$ cat src/rtl/decoder_rr_arbiter.sv
// Four-way round-robin arbiter driving the select index of a 2-to-4 decoder,
// with a registered one-hot grant and an optional maximum hold time.
module decoder_rr_arbiter #(
  parameter int unsigned MAX_HOLD = 15,
  parameter int unsigned HOLD_W   = 4
) (
  input  logic       clk,
  input  logic       rst,
  input  logic [3:0] req,
  output logic [3:0] gnt,
  output logic [1:0] gnt_idx,
  output logic       gnt_valid,
  output logic       timeout
);

  localparam logic [HOLD_W-1:0] HOLD_LIM = HOLD_W'(MAX_HOLD);
  localparam logic [HOLD_W-1:0] CNT_SAT  = {HOLD_W{1'b1}};

  typedef enum logic [1:0] {IDLE, GRANT, GAP} state_t;

  state_t            state, state_nx;
  logic [1:0]        last_idx, last_nx;
  logic [HOLD_W-1:0] cnt, cnt_nx;
  logic [3:0]        gnt_nx;
  logic [1:0]        idx_nx;
  logic              valid_nx, to_nx;
  logic              pick_valid;
  logic [1:0]        pick_idx;

  // First asserted request after last_idx, wrapping 3 -> 0; {found, index}.
  function automatic logic [2:0] rr_pick(input logic [3:0] r, input logic [1:0] last);
    logic [2:0] res;
    logic [1:0] c;
    res = 3'b000;
    for (int i = 4; i >= 1; i--) begin
      c = last + 2'(i);
      if (r[c]) res = {1'b1, c};
    end
    return res;
  endfunction

  // Rotating-priority candidate for the next arbitration edge.
  always_comb begin
    {pick_valid, pick_idx} = rr_pick(req, last_idx);
  end

  // Next-state and next-output logic.
  always_comb begin
    state_nx = state;
    last_nx  = last_idx;
    cnt_nx   = cnt;
    gnt_nx   = gnt;
    idx_nx   = gnt_idx;
    valid_nx = gnt_valid;
    to_nx    = 1'b0;
    case (state)
      IDLE, GAP: begin
        gnt_nx   = 4'b0000;
        valid_nx = 1'b0;
        state_nx = IDLE;
        if (pick_valid) begin
          gnt_nx   = 4'b0001 << pick_idx;
          idx_nx   = pick_idx;
          valid_nx = 1'b1;
          last_nx  = pick_idx;
          cnt_nx   = HOLD_W'(1);
          state_nx = GRANT;
        end
      end
      GRANT: begin
        if (!req[gnt_idx]) begin
          gnt_nx   = 4'b0000;
          valid_nx = 1'b0;
          state_nx = GAP;
        end else if ((MAX_HOLD != 0) && (cnt == HOLD_LIM)) begin
          gnt_nx   = 4'b0000;
          valid_nx = 1'b0;
          to_nx    = 1'b1;
          state_nx = GAP;
        end else if (cnt != CNT_SAT) begin
          cnt_nx = cnt + HOLD_W'(1);
        end
      end
      default: begin
        gnt_nx   = 4'b0000;
        valid_nx = 1'b0;
        state_nx = IDLE;
      end
    endcase
  end

  // State and registered outputs; last_idx resets to 3 so requester 0 wins first.
  always_ff @(posedge clk or posedge rst) begin
    if (rst) begin
      state     <= IDLE;
      last_idx  <= 2'd3;
      cnt       <= '0;
      gnt       <= 4'b0000;
      gnt_idx   <= 2'd0;
      gnt_valid <= 1'b0;
      timeout   <= 1'b0;
    end else begin
      state     <= state_nx;
      last_idx  <= last_nx;
      cnt       <= cnt_nx;
      gnt       <= gnt_nx;
      gnt_idx   <= idx_nx;
      gnt_valid <= valid_nx;
      timeout   <= to_nx;
    end
  end

endmodule

$ cat config.mk
export PLATFORM = sky130hd
export DESIGN_NAME = decoder_rr_arbiter
export DESIGN_NICKNAME = d
export VERILOG_FILES = /design/src/rtl/decoder_rr_arbiter.sv
export SDC_FILE = /design/constraint.sdc
export NUM_CORES = 1
export LEC_CHECK = 0
export BUFFER_PORTS_ARGS = -buffer_cell sky130_fd_sc_hd__buf_2
export CORE_MARGIN = 5
export CORE_UTILIZATION = 45
export CTS_CLUSTER_DIAMETER = 100
export CTS_CLUSTER_SIZE = 24
export DETAILED_ROUTE_END_ITERATION = 6
export GPL_TIMING_DRIVEN = 0
export PLACE_DENSITY = 0.67
export SYNTH_ARGS = -nofsm -noshare
export SYNTH_HDL_FRONTEND = slang
export SYNTH_SLANG_ARGS = --single-unit
export TNS_END_PERCENT = 10
$ cat constraint.sdc
create_clock -name clk -period 2.34 [get_ports clk]
set_input_delay 0.351 -clock clk [delete_from_list [all_inputs] [get_ports clk]]
set_output_delay 0.351 -clock clk [all_outputs]
set_load 0.03 [all_outputs]
==> results.yml <==
routing:
  dr_total_vias: 565
  ant_nets: 0
  drtIter0Drc: 16
  drc: 0
  via_per_inst: 5.59
  routedWlPerCell_um: 13.4
  drt_wl_total_um: 1360
  firstDrtPassIters: 4
min_path:
  hold_class: "in -> async"
layout:
  area_growth_pct: 15.4
  nets: 93
  fill_cells: 144
  final_layout_size_suffix_gt1_frac: 0.306
  antennaDiodeCount: 0
  fin_cells: 101
  regArea_um2: 378
  multi_input_area_um2: 333
logic_synthesis:
  synth_area_um2: 729
  synthTopCellsByCount: "dfrtp_1, nand2_1, a21oi_1, nor2_1, a21o_1"
  synth_top_area_share: 0.446
  ys_ff_latch: 15
  syn_nets: 75
  avgSynthCellArea_um2: 10.7
  synth_area_leaders: "dfrtp_1, dfstp_2, nand2_1"
  synthCells: 68
  synth_cell_type_count: 28
  synth.most_common_cell: "dfrtp_1"
  synth_top_cell_by_area: "dfrtp_1"
  synthFlopType: "dfrtp_1"
  ys_seq_area_frac: 0.518
  ys.warnings.count: 0
  synth_edf_count: 0
  async_reset_ff_frac: 1.00
critical_path:
  crit_slowest_cell: "mux4_2"
  cp-startpoint: "gnt_idx[0]"
  crit_fanout: 10
  slowest_delay_ns: 0.55
  worstReg2RegStart: "gnt_idx[0]"
  required_ns: 2.55
  crit_type: "reg -> reg"
  arrival_ns: 1.83
  path_cells: "mux4_2 > and3_1 > buf_6 > nand4_4 > mux2i_1"
  r2r_cells: 5
  cp-start-kind: "flip-flop"
  end_kind: "flip-flop"
sta:
  skew_ns: 0.00161
  fmax_mhz: 616
  slew_viol_final: 0
  setup-tns-final_ns: 0
  grt_setup_unrepaired: "false"
  setup_viol: 0
  fin_crit_sh: 0.694
  worst_pin_slew_ns: 0.609
  fin_crit_ns: 1.62
  hold_violations: 0
  slew_headroom: 0.594
floorplan:
  start_util: 0.479
  rows: 14
  pin_count: 14
  core_area_mm2: 0.00152
  die_area_mm2: 0.00253
  die_w_um: 50.3
  die_h_um: 50.3
status:
  status: "completed"
power:
  p_per_area_mw_per_mm2: 1370
  power.share.sequential: 0.394
  swShare: 0.436
  power_leakage_nw: 0.411
  internal_power_mw: 0.648
  pwr-share-comb: 0.481
  p_sw_mw: 0.501
  ir_worst_vdd_v: 0.000767
  p_clk_frac: 0.124
clock_tree:
  path_clk_slew_ns: 0.09
  cts_setup_buffers: 0
  cts.sinks: 15
  postCtsHoldBufs: 0
  cts_max_path_buffers: 2
  clock_latency_ns: 0.27
  cts.htree.levels: 1
  cts.repair.resized: 0
  cts_made_buffers: 3
  cts_tree: "built"
  ctsRootBufferMaster: "clkbuf_4"
place:
  hpwl_um: 1030
  dp.cells: 97
  io_buffer_count: 13
  gp_congestion: 0.770
run:
  maxCapViolCount: 0
grt:
  first_global_vias: 549
  track_usage: 0.121
  grt_pass1_wl_um: 2400
  grt_overflow: 0
  grt_max_degree: 16
  antenna_found_initial: 0
## stage by stage
stage | hold slack, ns | instance area [µm²] | total power [mW] | util | setup slack, ns
after global routing | 0.149 | 842 | 1.25 | 0.553 | 0.619
final | 0.109 | 842 | 1.15 | 0.553 | 0.717
after CTS | 0.118 | 842 | 1.17 | 0.553 | 0.709
after detailed placement | 0.430 | 815 | 1.02 | 0.534 | 0.673
after global placement | 0.436 | 815 | 1.00 | 0.534 | 0.687
after floorplan | 0.251 | 729 | 0.872 | - | 0.601
## flip-flops by register name, summed over array words and instances, names as in the netlist
register	flops
gnt_idx	2
gnt_valid	1
gnt	4
timeout	1
cnt	4
last_idx	2
state	1
## metal layers
layer | vias to the layer above | share of wire | global-route usage
met5 | - | 0 | 0
met3 | 2 | 0.035 | 0.0355
li1 | 280 | - | -
met4 | 0 | 0.0044 | 0.0393
met2 | 11 | 0.50 | 0.199
met1 | 272 | 0.45 | 0.153
## final cells by class
type                            count  share of cell area
Buffer                              2              0.0178
Clock buffer                        3              0.0267
Clock inverter                      1             0.00594
Inverter                            1             0.00446
Multi-Input combinational cell     50               0.395
Sequential cell                    15               0.449
Tap cell                           16              0.0238
Timing Repair Buffer               13              0.0773
## power groups by stage
| stage | Combinational, mW | Clock [mW] | Sequential [mW] |
|---|---|---|---|
| after floorplan | 0.314 | 0 | 0.558 |
| after global placement | 0.548 | 0 | 0.455 |
| after detailed placement | 0.558 | 0 | 0.459 |
| after CTS | 0.559 | 0.153 | 0.454 |
| after global routing | 0.609 | 0.170 | 0.469 |
| final | 0.553 | 0.143 | 0.453 |
## path summary, 6_finish.rpt
kind | to | slack [ns]
worst min-delay path | gnt[1] | 0.11
min in group clk | gnt[3] | 0.49
max in group asynchronous | last_idx[0] | 1.86
worst max-delay path | cnt[3] | 0.72
worst min register to register | gnt[3] | 0.49
worst max register to register | cnt[3] | 0.72
## kinds of logic after synthesis
| group | share of synthesized area |
|---|---|
| muxes | 0.0738 |
| adders and majority gates | 0.0171 |
| buffers and inverters | 0.0257 |
| and+or+nand+nor | 0.187 |
| DFF | 0.518 |
| AOI/OAI and AO/OA | 0.178 |
## cells in the final DEF (no fill, tap or decap), drive strengths merged
master   n
mux4     1
nor2     6
o221a    1
ha       1
dfstp    2
a21o     4
and3     1
nor3     1
dfrtp   13
mux2i    2
o21ai    3
o211ai   1
nand3    1
a32o     1
nand3b   1
a31o     1
nand2   10
nor2b    2
nand2b   2
buf     14
a21oi    6
nand4    1
a22o     1
or2      1
o31ai    1
clkinv   1
mux2     1
inv      1
clkbuf   4
## critical path: cells and delay by family (launching register included)
family	cells	cell delay, ns
muxes	2	0.72
buffers and inverters	1	0.14
and+or+nand+nor	2	0.29
DFF	1	0.40
Power figures use the tool's default switching activity.
